<file path="config.mk">
export PLATFORM = sky130hd
export DESIGN_NAME = sr_ff_bist
export DESIGN_NICKNAME = d
export VERILOG_FILES = /design/src/rtl/sr_ff_bist.sv
export SDC_FILE = /design/constraint.sdc
export NUM_CORES = 1
export LEC_CHECK = 0
export ABC_CLOCK_PERIOD_IN_PS = 5800
export CORE_ASPECT_RATIO = 0.75
export CORE_MARGIN = 3
export CORE_UTILIZATION = 45
export DETAILED_ROUTE_END_ITERATION = 8
export GPL_TIMING_DRIVEN = 0
export PLACE_DENSITY = 0.73
export SLEW_MARGIN = 20
export SYNTH_ARGS = -nofsm -noshare
export SYNTH_HDL_FRONTEND = slang
export SYNTH_SLANG_ARGS = --single-unit
</file>
<file path="constraint.sdc">
create_clock -name clk -period 5.8 [get_ports clk]
set_clock_uncertainty 0.05 [all_clocks]
set_input_delay 1.45 -clock clk [delete_from_list [all_inputs] [get_ports clk]]
set_output_delay 1.45 -clock clk [all_outputs]
set_load 0.005 [all_outputs]
</file>
<file path="src/rtl/sr_ff_bist.sv">
// Self-test sequencer for an SR flip-flop.
// Drives a fixed 6-vector S/R sequence into the flip-flop under test, waits for each response
// to settle, and compares Q/QN against the expected values.
// Ports:
//   clk        system clock, rising edge
//   rst_n      synchronous active-low reset
//   start      one-cycle run request, honoured only in IDLE or DONE
//   S, R       registered set/reset drive to the flip-flop under test
//   Q, QN      flip-flop outputs under test
//   busy       high while the sequence runs
//   done       high in DONE until the next start or reset
//   pass/fail  result, valid with done
//   err_count  number of failing vectors
//   err_index  index of the first failing vector, 7 when none failed
module sr_ff_bist #(
  parameter int unsigned SETTLE_CYCLES = 1  // 1..7
) (
  input  logic       clk,
  input  logic       rst_n,
  input  logic       start,
  output logic       S,
  output logic       R,
  input  logic       Q,
  input  logic       QN,
  output logic       busy,
  output logic       done,
  output logic       pass,
  output logic       fail,
  output logic [2:0] err_count,
  output logic [2:0] err_index
);

  typedef enum logic [2:0] {StIdle, StApply, StWait, StCheck, StDone} state_e;

  localparam logic [2:0] LastIdx = 3'd5;
  localparam logic [2:0] NoIdx   = 3'd7;

  state_e     state_q, state_d;
  logic [2:0] idx_q, idx_d;
  logic [2:0] wait_q, wait_d;
  logic       s_q, s_d, r_q, r_d;
  logic       busy_q, busy_d, done_q, done_d;
  logic       pass_q, pass_d, fail_q, fail_d;
  logic [2:0] cnt_q, cnt_d;
  logic [2:0] eidx_q, eidx_d;
  logic       mismatch;

  // {S, R} drive for each vector index.
  function automatic logic [1:0] vec_sr(input logic [2:0] i);
    unique case (i)
      3'd0:    vec_sr = 2'b10;
      3'd1:    vec_sr = 2'b01;
      3'd2:    vec_sr = 2'b10;
      3'd3:    vec_sr = 2'b00;
      3'd4:    vec_sr = 2'b01;
      default: vec_sr = 2'b11;  // forbidden input, exercised but not checked
    endcase
  endfunction

  function automatic logic vec_exp(input logic [2:0] i);
    unique case (i)
      3'd0:    vec_exp = 1'b1;
      3'd1:    vec_exp = 1'b0;
      3'd2:    vec_exp = 1'b1;
      3'd3:    vec_exp = 1'b1;
      default: vec_exp = 1'b0;
    endcase
  endfunction

  // Case inequality so X/Z on Q or QN is flagged in simulation.
  always_comb begin
    mismatch = (Q !== vec_exp(idx_q)) || (QN !== ~Q);
  end

  always_comb begin
    state_d = state_q;
    idx_d   = idx_q;
    wait_d  = wait_q;
    s_d     = s_q;
    r_d     = r_q;
    busy_d  = busy_q;
    done_d  = done_q;
    pass_d  = pass_q;
    fail_d  = fail_q;
    cnt_d   = cnt_q;
    eidx_d  = eidx_q;
    unique case (state_q)
      StIdle, StDone: begin
        if (start) begin
          state_d    = StApply;
          idx_d      = 3'd0;
          {s_d, r_d} = vec_sr(3'd0);
          busy_d     = 1'b1;
          done_d     = 1'b0;
          pass_d     = 1'b0;
          fail_d     = 1'b0;
          cnt_d      = 3'd0;
          eidx_d     = NoIdx;
        end
      end
      StApply: begin
        state_d = StWait;
        wait_d  = 3'(SETTLE_CYCLES);
      end
      StWait: begin
        if (wait_q <= 3'd1) begin
          state_d = StCheck;
        end else begin
          wait_d = wait_q - 3'd1;
        end
      end
      StCheck: begin
        if (idx_q != LastIdx) begin
          if (mismatch) begin
            cnt_d = cnt_q + 3'd1;
            if (eidx_q == NoIdx) eidx_d = idx_q;
          end
          idx_d      = idx_q + 3'd1;
          {s_d, r_d} = vec_sr(idx_q + 3'd1);
          state_d    = StApply;
        end else begin
          // Last vector is exercise-only, so the count is already final.
          state_d = StDone;
          s_d     = 1'b0;
          r_d     = 1'b0;
          busy_d  = 1'b0;
          done_d  = 1'b1;
          pass_d  = (cnt_q == 3'd0);
          fail_d  = (cnt_q != 3'd0);
        end
      end
      default: state_d = StIdle;
    endcase
  end

  always_ff @(posedge clk) begin
    if (!rst_n) begin
      state_q <= StIdle;
      idx_q   <= 3'd0;
      wait_q  <= 3'd0;
      s_q     <= 1'b0;
      r_q     <= 1'b0;
      busy_q  <= 1'b0;
      done_q  <= 1'b0;
      pass_q  <= 1'b0;
      fail_q  <= 1'b0;
      cnt_q   <= 3'd0;
      eidx_q  <= NoIdx;
    end else begin
      state_q <= state_d;
      idx_q   <= idx_d;
      wait_q  <= wait_d;
      s_q     <= s_d;
      r_q     <= r_d;
      busy_q  <= busy_d;
      done_q  <= done_d;
      pass_q  <= pass_d;
      fail_q  <= fail_d;
      cnt_q   <= cnt_d;
      eidx_q  <= eidx_d;
    end
  end

  assign S         = s_q;
  assign R         = r_q;
  assign busy      = busy_q;
  assign done      = done_q;
  assign pass      = pass_q;
  assign fail      = fail_q;
  assign err_count = cnt_q;
  assign err_index = eidx_q;

endmodule

</file>
### Word-level counts from Yosys, hierarchy flattened

Index checks and enable logic that the tools add are counted.

* bits in latches: 0
* register bits after elaboration: 21
* bits in read-only memories: 0
* memories kept: 0
* output and inout port bits: 12
* logic and storage cells: 89
* RAM bits: 0

* reductions and logical operators: 19
* mux-type cells: 33
* div/mod/pow operators: 0
* add/subtract/negate cells: 3
* equal/unequal tests: 21
* multiply operators: 0
* bitwise logic cells: 1
* shift operators: 0
* magnitude comparators: 1

Operator list (number)
* $mux W3: 12
* $pmux W3 S2: 4
* $eq A3 B2 Y1 const B: 6
* $ne A2 B2 Y1 const B: 7
* $logic_not A3 Y1: 4
* $pmux W1 S2: 6
* $pmux W3 S4: 1
* $eq A3 B3 Y1 const B: 3
* $mux W1: 9
* $add A3 B1 Y3 const B: 2
* $eq A3 B1 Y1 const B: 2
* $pmux W2 S3: 1
* $reduce_and A2 Y1: 3
* $reduce_and A3 Y1: 2
* $reduce_or A2 Y1: 3
* $reduce_and A5 Y1: 1
* $reduce_and A4 Y1: 1
* $reduce_bool A2 Y1: 2
* $le A3 B1 Y1 const B: 1
* $ne A3 B3 Y1 const B: 1
* $reduce_bool A3 Y1: 1
* $reduce_or A3 Y1: 1
* $sub A3 B1 Y3 const B: 1
* $nex A1 B1 Y1: 2
* other kinds (2): 2

### Depth between registers and ports, before layout

* depth after elaboration: 8
* mapped depth: 6
* depth with buffers taken out: 6

### Worst setup path before layout

No wires, ideal clock.

* kind: input -> register
* start: input port start
* end: register cnt_q[2] (netlist: err_count[2])
* slack: 3.300 ns
* library setup time: 0.130 ns
* required time: 5.620 ns
* stages: 5
* data arrival time: 2.319 ns
* cell sequence: or3b_2 buf_2 nand2_2 or2_2 mux2i_1

* cells in the longest elaborated chain, start to end: 2

RTL lines
* start: declaration: RTL line 20 `input logic start,`
* $ne A2 B2 Y1 (no source line)
* $reduce_and A4 Y1 (no source line)
* end signal: assignment: RTL line 159 `cnt_q <= cnt_d;`
* end: declaration: RTL line 44 `logic [2:0] cnt_q, cnt_d;`

Every way passes these cells.
A chain may end at the register's enable or synchronous reset.

### Worst setup path after layout

Same ends and word-level chain as after synthesis.

==> metrics.md <==
| Metric | Value |
|---|---|
| Outcome | finished clean |
| Final ANT Viol Nets | 0 |
| Fin Setup TNS | 0 ns |
| Initial antenna violation count | 0 |
| Clk_lat worst skew | 0.30 ns |
| Clock Tree Root | clkbuf_4 |
| Leakage power | approximately 0.56 nW |
| HP Class | reg2reg |
| Syn avg cell area | 8.96 µm² |
| Most used DFF post-synth | dfxtp_1 |
| Largest fanout on the critical path | 5 |
| CP startpoint kind | input pin |
| Final nets | between 150 and 200 |
| CTS buffer count | 3 |
| DR vias | just over 1000 |
| Worst reg2reg endpoint | err_count[2]$_SDFFE_PN0P_ |
| Mapped Area | 0.00122 mm² |
| Buffers on Ports | 15 |
| Critical path endpoint | err_count[2]$_SDFFE_PN0P_ |
| Fin crit share | around half |
| Die area | 0.00338 mm² |
| CTS tree | yes |
| Grt total ovfl | 0 |
| Pre-CTS setup slack | about 2.6 ns |
| Worst Path Arrival | about 3.1 ns |
| Power Density | roughly 210 mW/mm² |
| Largest net degree at the start of global routing | 12 |
| Final HPWL DP | ~2.0 mm |
| Die Height | 51.1 µm |
| Synthesized instance count | 136 |
| Clock period minus worst slack | 2.86 ns |
| Fmax | about 350 MHz |
| Critical R2R Launch | idx_q[0]$_SDFFE_PN0P_ |
| Clock Path Buffers | 2 |
| Min Hold Slack | 0.429 ns |
| I/O pin count | 17 |
| EDFF count, synth | 0 |
| Worst Setup SP | start |
| Starting DRC count in detailed routing | 45 |
| CTS resizes | 0 |
| Worst VDD drop | about 0.14 mV |
| Final hold vios | 0 |
| # Post-CTS Setup Buffers | 0 |
| Layout cells sized above 1 | 12.9% |
| Detailed-route vias per instance | 5.44 |
| Most frequent cells after synthesis | 21 x dfxtp_1, 13 x nor2_1, 11 x ha_1 |
| Maximum Capacitance Violations | 0 |
| P&R area growth vs syn | 18.0% |
| Post-route DRC | 0 |
| Post-synthesis net count | ~150 |
| Ys async rst share | 0% |
| Ys Warns | 0 |
| Clock sinks | 21 |
| Core Area | 0.00244 mm² |
| Max Slew Vio Count | 0 |
| Final wirelength | between 2 and 3 mm |
| First-pass detailed-route iteration total | 4 |
| First-pass GRT wire length | 4.51 mm |
| Layout Cells excl Fill | 189 |
| Critical Path End Type | flop |
| Main area contributors after synthesis | dfxtp_1 34%, ha_1 11%, nor2_1 4.0% |
| Gr usage total | between 10% and 20% |
| Routed len/inst | 13.8 µm |
| # rows | 15 |
| Routability cong. | ~0.77 |
| Clock transition at path regs | ~0.11 ns |
| Initial Util | around 50% |
| Worst EP required | approximately 6.0 ns |
| Sequential element share of the synthesized area | 34.5% |
| Crit Path Class | in2reg |
| Vias in the first global route | ~1000 |
| Yosys cell types | between 40 and 50 |
| Total power | between 0.3 and 0.4 mW |
| Worst Hold Launch | fail$_SDFFE_PN0P_ |
| FF-to-FF setup slack | approximately 3.7 ns |
| Synth Register Bits | 21 |
| Area leader, netlist | dfxtp_1 |
| Count leader, synth | dfxtp_1 |
| H-tree depth | 1 |
| Setup ws final | ~2.9 ns |
| Yosys top cell area share | 34.5% |
| RSZ-0062 raised after global routing | false |
| Slew margin rel. | 71.4% |
| Final setup fails | 0 |
| Actual slew at the worst max-slew pin | approximately 0.43 ns |
| Number of diodes | 0 |
| R2R depth | 6 |
| Hold buffers post-CTS | 0 |
| Post-Place Cells | about 190 |
| Chip width | roughly 66 µm |
## flip-flops by register name (all words and copies together) (netlist names), 3 cells and up
register,cells
err_count,3
err_index,3
idx_q,3
state_q,3
wait_q,3
## layer usage
| metal | up-vias | wire length [µm] | GRT usage (%) |
|---|---|---|---|
| met5 | - | 0 | 0 |
| met4 | 0 | 12 | 2.03 |
| met3 | 4 | 115 | 5.27 |
| met2 | 22 | 1170 | 26.5 |
| met1 | 472 | 1300 | 23.8 |
| li1 | 530 | - | - |
## critical path: stages
cell             delay (ns)
clkdlybuf4s50_1        0.53
nor3b_2                0.32
a21oi_2                0.13
nor4b_1                0.41
mux2i_1                0.22
## cells by family (layout without fill, tap and decap cells)
logic type,count (synthesis),after routing,synth area share [%]
compound gates,37,37,21.8
simple gates,48,48,23.3
xor+xnor,2,2,1.44
fa+ha+maj,11,11,11.3
mux,2,2,1.64
buf+inv,15,34,6.06
flops,21,21,34.5
## stage by stage
step	utilization, %	area [µm²]
after global placement	57.8	1410
after detailed placement	57.8	1410
final	58.9	1440
after CTS	58.9	1440
after floorplan	-	1220
after global routing	58.9	1440
## cell usage in the layout, fill, tap and decap left out, types with 5 or more instances in the layout
| master | synthesis | routed |
|---|---|---|
| a21boi_0 | 5 | 5 |
| a21oi_1 | 7 | 7 |
| clkdlybuf4s50_1 | 0 | 15 |
| dfxtp_1 | 21 | 21 |
| ha_1 | 11 | 11 |
| inv_1 | 9 | 9 |
| nand2_1 | 5 | 5 |
| nand3_1 | 6 | 6 |
| nor2_1 | 13 | 13 |
| o21ai_0 | 7 | 7 |
## cell type report
class / count / area, µm²
fill: 216 / 1000
multi-input combinational: 100 / 724
sequential: 21 / 420
timing repair buffer: 15 / 150
tap: 34 / 42.5
buffer: 6 / 40.0
inverter: 9 / 33.8
clock buffer: 4 / 26.3
## worst min-delay path by stage
stage | end | slack, ns | cells past startpoint
global placement | done$_SDFFE_PN0P_ | 0.40 | 2
detailed placement | done$_SDFFE_PN0P_ | 0.41 | 2
CTS | done$_SDFFE_PN0P_ | 0.43 | 2
finish | fail$_SDFFE_PN0P_ | 0.43 | 2
global route | fail$_SDFFE_PN0P_ | 0.45 | 2
floorplan | done$_SDFFE_PN0P_ | 0.41 | 2
## report_power, final
group          switching, mW  leakage, nW  internal (mW)
Sequential           0.00654        0.171          0.152
Combinational         0.0374        0.377         0.0343
Clock                 0.0426       0.0150         0.0269
Total                 0.0865        0.562          0.214
(Power assumes the default switching activity.)
==> RTL change 1, RTL diff (same flow settings) <==
Re-encode `state_e` (5 states) as Gray code, 3 bits wide.
--- a/src/rtl/sr_ff_bist.sv
+++ b/src/rtl/sr_ff_bist.sv
@@ -32,3 +32,3 @@
 
-  typedef enum logic [2:0] {StIdle, StApply, StWait, StCheck, StDone} state_e;
+  typedef enum logic [2:0] {StIdle = 3'b000, StApply = 3'b001, StWait = 3'b011, StCheck = 3'b010, StDone = 3'b110} state_e;
 
Formal check against the unedited RTL: no difference found for any inputs over 10 cycles, from zero or initial values and one cycle with rst_n low; not proved beyond that.
==> RTL change 1 against the unedited design <==
- combinational power fell by 11%
- design area rose by 1.5%
- critical endpoint is now err_count[1]
- setup slack improved by 0.11 ns
- sequential cell count did not move
- synthesized area rose by 0.92%
- power fell by 2.4%
- clock power rose by 1%
- wire length rose by 5.8%
==> RTL change 1: results (changes against the unedited design) <==
Met1 track demand over resource: 0.228 (was 0.238)
Antenna cells: 0 (unchanged)
Total via count in the routed design: 1092 (was 1028)
Minimum setup slack among reg-to-reg paths: 3.73 ns (was 3.70 ns)
Met2 Track Usage GR: 0.288 (was 0.265)
Post-layout nets: 178 (was 172)
Detailed placer's ending HPWL: 2050 microns (was 1950 microns)
Mapped Nets: 157 (was 152)
Dominant register cell in the synthesized netlist: dfxtp_1 (unchanged)
Number of design-rule violations left by the first detailed-router iteration: 73 (was 45)
Later-pin clock latency in the skew report: 0.30 ns (about the same)
Final RePlAce weighted congestion: 0.903 (was 0.772)
Routed wire per std cell: 14.1 microns (was 13.8 microns)
Max-slew headroom: 0.673 (was 0.714)
Post-cts repair resize count: 0 (unchanged)
Number of fill cells in the layout: 224 (was 216)
Tmin final: 2.75 ns (was 2.86 ns)
Family with the most delay on the worst path: buffers and inverters (was simple AND/OR/NAND/NOR gates)
Worst-path fanout max: 4 (was 5)
Sum of met2 wire segment lengths after detailed routing: 1310 microns (was 1170 microns)
Clock slew at reported path FFs: 0.11 ns (about the same)
Proportion of layout cells with a drive suffix above 1: 0.0864 (was 0.129)
Final Hold Slack: 0.408 ns (was 0.429 ns)
Final Hold Vio Count: 0 (unchanged)
Critical path data arrival time: 1.25 ns (was 3.06 ns)
Total leakage power: 0.576 nW (was 0.562 nW)
Routed length on met1: 1260 microns (was 1300 microns)
All-layer global routing usage: 0.177 (was 0.171)
Worst slack at placement: 2.76 ns (was 2.64 ns)
Most frequent cells after synthesis: dfxtp_1 (21), inv_1 (16), nor2_1 (12), nand3_1 (11) (was dfxtp_1 (21), nor2_1 (13), ha_1 (11), inv_1 (9))
Global-route wire length before repair: 4630 microns (was 4510 microns)
Synth unique cells: 42 (was 45)
Sequential share of the synthesized area: 0.342 (was 0.345)
Run status: finished clean (unchanged)
Peak supply drop: 0.000126 V (was 0.000136 V)
# port buffers: 16 (was 15)
Total length of routed met3 wires: 151 microns (was 115 microns)
Top cells by area, synth: dfxtp_1 (34%), ha_1 (10%), inv_1 (4.9%), nand3_1 (4.5%), nor2_1 (3.7%) (was dfxtp_1 (34%), ha_1 (11%), nor2_1 (4.0%), a21boi_0 (3.1%), a21oi_1 (2.9%))
## RTL change 1: cell count changes after synthesis, sizes merged, moves of 2 or more
cell / unedited run / this run
nor2b: 2 / 5
nand2: 6 / 10
inv: 9 / 16
nor4b: 2 / 0
o21ai: 7 / 3
nand3: 6 / 11
a211oi: 0 / 5
a32o: 0 / 2
a21boi: 5 / 0
o31ai: 2 / 0
## RTL change 1: report_power, final
| part | internal (W) | switching, W |
|---|---|---|
| Sequential | 0.000151 | 0.00000780 |
| Clock | 0.0000268 | 0.0000434 |
| Combinational | 0.0000314 | 0.0000321 |
## RTL change 1: kinds of logic (layout without fill, tap and decap cells)
group | count (synthesis) | after routing | share of synthesized area
adders and majority gates | 10 | 10 | 0.102
muxes | 4 | 4 | 0.0336
DFF | 21 | 21 | 0.342
buffers and inverters | 22 | 42 | 0.0814
xor gates and xnor gates | 1 | 1 | 0.00712
AOI/OAI and AO/OA | 33 | 33 | 0.209
and+or+nand+nor | 51 | 51 | 0.226
## RTL change 1: metrics by stage
step                instances   util  cell area, sq um
floorplan                 142      -              1230
global placement          192  0.587              1430
detailed placement        192  0.587              1430
CTS                       196  0.598              1460
global route              196  0.598              1460
finish                    196  0.598              1460
## RTL change 1: path summary, 6_finish.rpt
check                    start      endpoint  depth (start not counted)
hold reg to reg           busy          busy                          2
setup reg to reg      idx_q[1]  err_count[2]                          7
setup / recovery  err_count[1]  err_count[1]                          1
hold / removal            busy          busy                          2
## RTL change 1: final cells by class
cell class / instances / area, sq um / area share
tap: 34 / 42.5 / 0.0292
buffer: 6 / 40.0 / 0.0274
multi-input combinational: 99 / 709 / 0.486
inverter: 16 / 60.1 / 0.0412
timing repair buffer: 16 / 160 / 0.110
sequential: 21 / 420 / 0.288
clock buffer: 4 / 26.3 / 0.0180
==> RTL change 2, RTL diff (config.mk and constraints unchanged) <==
Without the edit above. Put one more register stage on the output `err_count`, without a reset. The value now appears one clock later. The other outputs are not delayed to match.
--- a/src/rtl/sr_ff_bist.sv
+++ b/src/rtl/sr_ff_bist.sv
@@ -169,3 +169,5 @@
   assign fail      = fail_q;
-  assign err_count = cnt_q;
+  always_ff @(posedge clk) begin
+    err_count <= cnt_q;
+  end
   assign err_index = eidx_q;
Behaviour: not the same (a bounded check fails within 10 cycles, from zero or initial values and one cycle with rst_n low).
==> RTL change 2 against the unedited design <==
- design area grew 4.2%
- power grew 23%
- synthesized cell count grew 3.7%
- register-to-register slack gained 0.12 ns
- sequential cell count grew 3
- clock power grew 36%
- synthesized area grew 3.7%
- setup slack lost 0.35 ns
- wire length grew 5.0%
- sequential power grew 16%
- critical path type unchanged
- largest cell class unchanged
==> RTL change 2: results (changes against the unedited design) <==
FF-to-FF End: cnt_q[1] (was err_count[2])
Pin count of the biggest net entering global routing: 13 (was 12)
Post-layout nets: 177 (was 172)
Most frequent cells after synthesis: dfxtp_1 (24), a21oi_1 (14), ha_1 (11), inv_1 (10), o21ai_0 (9) (was dfxtp_1 (21), nor2_1 (13), ha_1 (11), inv_1 (9))
Internal Dissipation: 0.000265 W (was 0.000214 W)
Number of H-tree levels: 1 (unchanged)
Later-pin clock latency in the skew report: 0.26 ns (was 0.30 ns)
Final RePlAce weighted congestion: 0.834 (was 0.772)
Minimum setup slack among reg-to-reg paths: 3.82 ns (was 3.70 ns)
Clock slew at reported path FFs: 0.08 ns (was 0.11 ns)
Synth unique cells: 38 (was 45)
Max-slew headroom: 0.442 (was 0.714)
Antenna cells: 0 (unchanged)
Post-cts repair resize count: 0 (unchanged)
Run status: finished clean (unchanged)
Proportion of layout cells with a drive suffix above 1: 0.101 (was 0.129)
Number of search-and-repair iterations in the first detailed-routing pass: 4 (unchanged)
Peak supply drop: 0.000146 V (was 0.000136 V)
Cell with the biggest individual delay on the critical path: nor3b_1 (was clkdlybuf4s50_1)
Synth Warn #: 0 (unchanged)
Class of the tightest hold or removal check: reg -> reg (unchanged)
Number of global-route vias before repair: 991 (was 988)
Total leakage power: 0.588 nW (was 0.562 nW)
Cell area reported after detailed placement: 0.00146 sq mm (was 0.00141 sq mm)
Min-Delay Path Depth: 0 (was 2)
Top cells by area, synth: dfxtp_1 (38%), ha_1 (11%), a21oi_1 (5.5%), o21ai_0 (3.6%), inv_1 (3.0%) (was dfxtp_1 (34%), ha_1 (11%), nor2_1 (4.0%), a21boi_0 (3.1%), a21oi_1 (2.9%))
Mapped Nets: 157 (was 152)
Clk root buf: clkbuf_8 (was clkbuf_4)
Number of design-rule violations left by the first detailed-router iteration: 64 (was 45)
Buffers from clock root to sink, at most: 2 (unchanged)
Detailed placer's ending HPWL: 2010 microns (was 1950 microns)
All-layer global routing usage: 0.175 (was 0.171)
Critical path data arrival time: 3.36 ns (was 3.06 ns)
Startpoint of the tightest hold check path: cnt_q[1] (was fail)
Hold path endpoint: err_count[1] (was fail)
Sequential share of the synthesized area: 0.380 (was 0.345)
Worst-path fanout max: 6 (was 5)
Family with the most delay on the worst path: simple AND/OR/NAND/NOR gates (unchanged)
Post-detailed-routing wire length: 2730 microns (was 2600 microns)
Dominant register cell in the synthesized netlist: dfxtp_1 (unchanged)
Buffers inserted by post-CTS timing repair: 0 (unchanged)
Worst reg2reg path depth: 5 (was 6)
# port buffers: 15 (unchanged)
Clock buffers created by TritonCTS: 3 (unchanged)
FF-to-FF Start: state_q[1] (was idx_q[0])
Number of vias per cell after detailed routing: 5.49 (was 5.44)
Initial antenna violation count: 0 (unchanged)
Global-route wire length before repair: 4490 microns (was 4510 microns)
Async set-reset flop share out of synthesis: 0 (unchanged)
CP peak stage delay: 0.70 ns (was 0.53 ns)
## RTL change 2: cell types whose count changed in the layout (fill, tap and decap cells not counted), moves of 2 or more
cell	unedited run	this run
dfxtp_1	21	24
nand4_1	1	3
clkbuf_8	0	3
o211ai_1	1	3
a21oi_1	7	14
clkbuf_4	3	0
nor2_1	13	6
a21oi_2	2	0
o22a_1	0	3
o21ai_0	7	9
nor3_1	2	4
nand2_1	5	7
a21boi_0	5	0
## RTL change 2: cells by family after synthesis
family                     Yosys count  share of synthesized area
and+or+nand+nor                     46                      0.214
AOI/OAI and AO/OA                   39                      0.202
DFF                                 24                      0.380
buffers and inverters               17                     0.0653
adders and majority gates           11                      0.109
xor gates and xnor gates             2                     0.0139
muxes                                2                     0.0158
## RTL change 2: worst max-delay path by stage
stage          start            to  slack [ns]  cells past startpoint
2_1_floorplan  start  err_index[0]        3.24                      5
3_3_place_gp   start      cnt_q[1]        2.44                      5
6_report       start      cnt_q[1]        2.59                      5
3_5_place_dp   start      cnt_q[1]        2.42                      5
4_1_cts        start      cnt_q[1]        2.67                      5
5_1_grt        start      cnt_q[1]        2.57                      5
## RTL change 2: layout make-up
type	instances	area (sq um)
tap	34	42.5
buffer	7	45.0
clock buffer	3	41.3
inverter	10	37.5
timing repair buffer	15	150
multi-input combinational	100	701
fill	227	980
sequential	24	480
## RTL change 2: power by group through the flow
stage	Clock (W)	Sequential [W]	Combinational [W]
floorplan	0	0.000187	0.0000620
global route	0.000105	0.000186	0.0000995
CTS	0.0000974	0.000184	0.0000898
detailed placement	0	0.000188	0.0000892
finish	0.0000946	0.000184	0.0000901
global placement	0	0.000187	0.0000852
## RTL change 2: per-stage QoR
step	std cells	power [W]	utilization	hold slack (ns)	worst slack, ns
final	193	0.000369	0.605	0.342	2.59
after floorplan	141	0.000249	-	0.315	3.24
after detailed placement	190	0.000277	0.588	0.333	2.42
after CTS	193	0.000371	0.605	0.343	2.67
after global routing	193	0.000390	0.605	0.365	2.57
after global placement	190	0.000272	0.588	0.330	2.44
## RTL change 2: metal layers
metal  GRT usage  routed length, microns
met5           0                       0
met4      0.0606                      38
met3      0.0475                     177
met2       0.256                    1120
met1       0.244                    1400
